==> config.mk <==
export PLATFORM = sky130hd
export DESIGN_NAME = phase_timer
export DESIGN_NICKNAME = d
export VERILOG_FILES = /design/src/rtl/traffic_timer_pkg.sv /design/src/rtl/phase_timer.sv
export SDC_FILE = /design/constraint.sdc
export NUM_CORES = 1
export LEC_CHECK = 0
export BUFFER_PORTS_ARGS = -buffer_cell sky130_fd_sc_hd__buf_4
export CORE_ASPECT_RATIO = 0.8
export CORE_MARGIN = 2
export CORE_UTILIZATION = 31
export CTS_CLUSTER_DIAMETER = 40
export CTS_CLUSTER_SIZE = 12
export DETAILED_ROUTE_END_ITERATION = 10
export PLACE_DENSITY = 0.6
export SYNTH_ARGS = -nofsm -noshare
export SYNTH_HDL_FRONTEND = slang
export SYNTH_SLANG_ARGS = --single-unit
==> constraint.sdc <==
create_clock -name clock -period 1.61 [get_ports clock]
set_input_delay 0.4025 -clock clock [delete_from_list [all_inputs] [get_ports clock]]
set_output_delay 0.4025 -clock clock [all_outputs]
set_load 0.03 [all_outputs]
==> src/rtl/traffic_timer_pkg.sv <==
// Shared codes for the traffic light timer: interval select values and
// the phase timer state encoding.
package traffic_timer_pkg;

   localparam logic [1:0] SEL_BASE   = 2'd0;
   localparam logic [1:0] SEL_EXT    = 2'd1;
   localparam logic [1:0] SEL_YELLOW = 2'd2;

   localparam logic [1:0] ST_IDLE  = 2'd0;
   localparam logic [1:0] ST_RUN   = 2'd1;
   localparam logic [1:0] ST_PAUSE = 2'd2;
   localparam logic [1:0] ST_DONE  = 2'd3;

endpackage

==> src/rtl/phase_timer.sv <==
// Seconds countdown for one traffic light phase. Loads an interval on start,
// counts divider ticks down to zero and emits a single expired pulse.
module phase_timer #(
   parameter int COUNT_WIDTH       = 8,
   parameter int BASE_INTERVAL     = 5,
   parameter int EXTENDED_INTERVAL = 10,
   parameter int YELLOW_INTERVAL   = 2
) (
   input  logic                   clock,
   input  logic                   reset_n,
   input  logic                   enable,
   input  logic                   start,
   input  logic [1:0]             interval_sel,
   input  logic                   hold,
   output logic                   timer_reset,
   output logic                   busy,
   output logic                   expired,
   output logic [COUNT_WIDTH-1:0] remaining,
   output logic [1:0]             state_dbg
);
   import traffic_timer_pkg::*;

   localparam logic [COUNT_WIDTH-1:0] LP_BASE   = COUNT_WIDTH'(BASE_INTERVAL);
   localparam logic [COUNT_WIDTH-1:0] LP_EXT    = COUNT_WIDTH'(EXTENDED_INTERVAL);
   localparam logic [COUNT_WIDTH-1:0] LP_YELLOW = COUNT_WIDTH'(YELLOW_INTERVAL);
   localparam logic [COUNT_WIDTH-1:0] LP_ONE    = COUNT_WIDTH'(1);

   logic [1:0]             r_state;
   logic [COUNT_WIDTH-1:0] r_remaining;
   logic                   r_busy;
   logic                   r_expired;
   logic                   r_timer_reset;
   logic [COUNT_WIDTH-1:0] w_interval;
   logic                   w_interval_zero;

   // Reserved code 2'b11 falls back to the base interval.
   always_comb begin
      w_interval = LP_BASE;
      case (interval_sel)
         SEL_EXT:    w_interval = LP_EXT;
         SEL_YELLOW: w_interval = LP_YELLOW;
         default:    w_interval = LP_BASE;
      endcase
   end

   assign w_interval_zero = (w_interval == '0);

   always_ff @(posedge clock or negedge reset_n) begin
      if (!reset_n) begin
         r_state       <= ST_IDLE;
         r_remaining   <= '0;
         r_busy        <= 1'b0;
         r_expired     <= 1'b0;
         r_timer_reset <= 1'b0;
      end else begin
         r_timer_reset <= 1'b0;
         r_expired     <= 1'b0;
         if (start) begin
            r_remaining   <= w_interval;
            r_timer_reset <= 1'b1;
            if (w_interval_zero) begin
               r_state   <= ST_DONE;
               r_busy    <= 1'b0;
               r_expired <= 1'b1;
            end else begin
               r_state <= ST_RUN;
               r_busy  <= 1'b1;
            end
         end else begin
            case (r_state)
               ST_RUN: begin
                  // Hold wins over a coincident tick, so that tick is lost.
                  if (hold) begin
                     r_state <= ST_PAUSE;
                  end else if (enable) begin
                     if (r_remaining <= LP_ONE) begin
                        r_remaining <= '0;
                        r_expired   <= 1'b1;
                        r_state     <= ST_DONE;
                        r_busy      <= 1'b0;
                     end else begin
                        r_remaining <= r_remaining - LP_ONE;
                     end
                  end
               end
               ST_PAUSE: begin
                  if (!hold) r_state <= ST_RUN;
               end
               ST_DONE: begin
                  r_state     <= ST_IDLE;
                  r_remaining <= '0;
               end
               default: begin
                  r_state <= ST_IDLE;
               end
            endcase
         end
      end
   end

   assign timer_reset = r_timer_reset;
   assign busy        = r_busy;
   assign expired     = r_expired;
   assign remaining   = r_remaining;
   assign state_dbg   = r_state;

endmodule

==> results.cfg <==
[clocking]
htree_levels = 1
worst_skew_pair.late_latency_ns = 0.28
cts_tree = yes
cts.reportedPaths.clkPinSlew_ns = 0.08
cts-root-buf = clkbuf_4
clock_sinks = 13
clockBufferDepth = 2
numCtsBuffers = 3

[placement]
placed_area_mm2 = 0.00123
dpl_worst_slack_ns = -0.134
placed_cells = 162
dp_hpwl_um = 1690
io_buffers = 19
place_congestion = 0.759

[pwr]
p_leak_uw = 0.000613
vdd_ir_drop_max_uv = 997
cellPowerDensity_mw_per_mm2 = 2000

[floorplan]
core_mm2 = 0.00252
die_area_mm2 = 0.00318
die_h_um = 50.9
rows = 16
start_util_pct = 33.7
dieWidth_um = 62.6
io_pins = 20

[grt]
grt_pass1_wl_um = 3860
gr-total-overflow = 0
grt_max_degree = 14
antenna_found_initial = 0
grt_use_total_pct = 15.6
grt_pass1_vias = 851

[final_layout]
final_cells = 169
fin_area_mm2 = 0.00133
num-nets-final = 148
antenna_cells = 0
final_cell_mix = buf_4 (42), inv_1 (7), dfrtp_2 (7), dfrtp_1 (6), a21oi_1 (5)
final_common_cell = buf_4
area_delta_synth_final_pct = 56.5
drive_gt1_share_pct = 55.6

[logic_synthesis]
synth-main-ff-cell = dfrtp_1
synthMuxAreaShare_pct = 3.68
synth_top_family_by_area = simple AND/OR/NAND/NOR gates
yosysSeqAreaShare_pct = 38.2
ys_seq_elements = 13
syn_inst = 87
syn_nets = 101
synthSimpleGateAreaFrac_pct = 21.9
syn_area_um2 = 851
synth_edf_count = 0
syn_avg_cell_area_um2 = 9.78
synthDistinctLibCells = 38
synth_compound_area_share_pct = 19.6
synth_fa_ha_area_share_pct = 10.3
async_flop_share_pct = 100
synth_xor_area_share_pct = 0
ys.warnings.count = 0

[route]
post_drt_wl_per_cell_um = 13.0
first_pass_iters = 4
drt-total-wl_um = 2200
initialDrtViolationCount = 14
vias_per_cell = 4.88
vias = 824
postRouteAntennaNets = 0
drc = 0

[sta]
min_period_ns = 1.72
finalWorstSetupSlack_ns = -0.113
final-setup-viol-count = 9
worst_pin_slew_ns = 0.404
slew_violations = 0
skew_ns = 0.00360
slew_headroom_pct = 73.0
rsz0062_at_grt = true
post-route-period-util_pct = 107
hold_slack_ns = 0.285
clock.fmax_mhz = 580
hold_viol = 0

[critical_path]
start_kind = register
crit_required_ns = 1.77
critPathMaxFanout = 8
path_class = register to register
crit_path_end_kind = register
cp.arrival_ns = 1.88

[outcome]
violations = negative setup slack
status = finished with violations

[min_path]
hold_class = primary input to register

[run]
cap_violations = 0
power breakdown:
| part | switching [µW] | leakage (µW) | total [µW] | internal [µW] |
|---|---|---|---|---|
| logic | 955 | 0.000445 | 1880 | 921 |
| registers | 121 | 0.000153 | 576 | 455 |
| clock network | 113 | 0.0000150 | 209 | 96.2 |
critical path: stages, from the launching register on:
cell and delay [ns]:
dfrtp_2 0.41, or4_4 0.55, o31a_4 0.34, a221oi_2 0.24, a21oi_1 0.06
registers in the layout (all words and copies together) (netlist names):
register     cells
busy             1
expired          1
remaining        8
state_dbg        2
timer_reset      1
cells in the mapped netlist, drive strengths merged (2+ instances only):
cell	instances	area (µm²)
or4	2	18.8
inv	10	37.5
dfrtp	13	325
nor2	5	26.3
nor4	2	18.8
nand4	4	25.0
a32oi	2	17.5
a21oi	5	25.0
nor3	2	15.0
buf	2	12.5
o2bb2ai	2	17.5
nand2	4	15.0
ha	7	87.6
or3	2	12.5
or2	2	12.5
mux2i	2	20.0
o21ai	6	30.0
cell families after synthesis:
kind of cell    count (synthesis)
mux                             3
fa+ha+maj                       7
compound gates                 22
simple gates                   29
flops                          13
buf+inv                        13
through the flow:
stage / utilization, % / total power [µW] / TNS (ns)
global placement: 48.7 / 2250 / -0.415
detailed placement: 48.7 / 2280 / -0.643
global route: 52.8 / 2880 / -1.28
finish: 52.8 / 2660 / -0.408
CTS: 52.0 / 2620 / -0.525
floorplan: - / 1550 / -0.846
routing by layer:
metal  track usage (%)  vias to the layer above  routed length (µm)
li1                  -                      413                   -
met1              20.0                      391                1030
met2              26.2                       18                1060
met3              4.19                        2                  97
met4              4.44                        0                  13
met5                 0                        -                   0
path summary, 6_finish.rpt:
path                                          startpoint                       end  slack [ns]  cells after the start
worst max-delay path            remaining[5]$_DFFE_PN0P_  remaining[0]$_DFFE_PN0P_       -0.11                      4
worst min-delay path                               start     timer_reset$_DFF_PN0_        0.28                      1
worst max register to register  remaining[5]$_DFFE_PN0P_  remaining[0]$_DFFE_PN0P_       -0.11                      4
worst min register to register          busy$_DFFE_PN0P_          busy$_DFFE_PN0P_        0.51                      2
max in group asynchronous                        reset_n  remaining[6]$_DFFE_PN0P_        0.93                      2
min in group asynchronous                        reset_n  remaining[3]$_DFFE_PN0P_        0.50                      2
timing repair:
item                                   in CTS  in global routing
pin swaps                                   2                  2
hold buffers                                1                  0
endpoints found under the hold margin      13                  0
setup endpoints to repair                  10                 10
setup buffers                               2                  0
cloned                                      0                  0
gates resized for setup                     5                  5
area by class of cell:
cell class / count / area [µm²]
Fill cell: 249 / 1190
Inverter: 11 / 41.3
Tap cell: 36 / 45.0
Clock buffer: 4 / 26.3
Multi-Input combinational cell: 61 / 548
Timing Repair Buffer: 44 / 337
Sequential cell: 13 / 334
(Power assumes the default switching activity.)
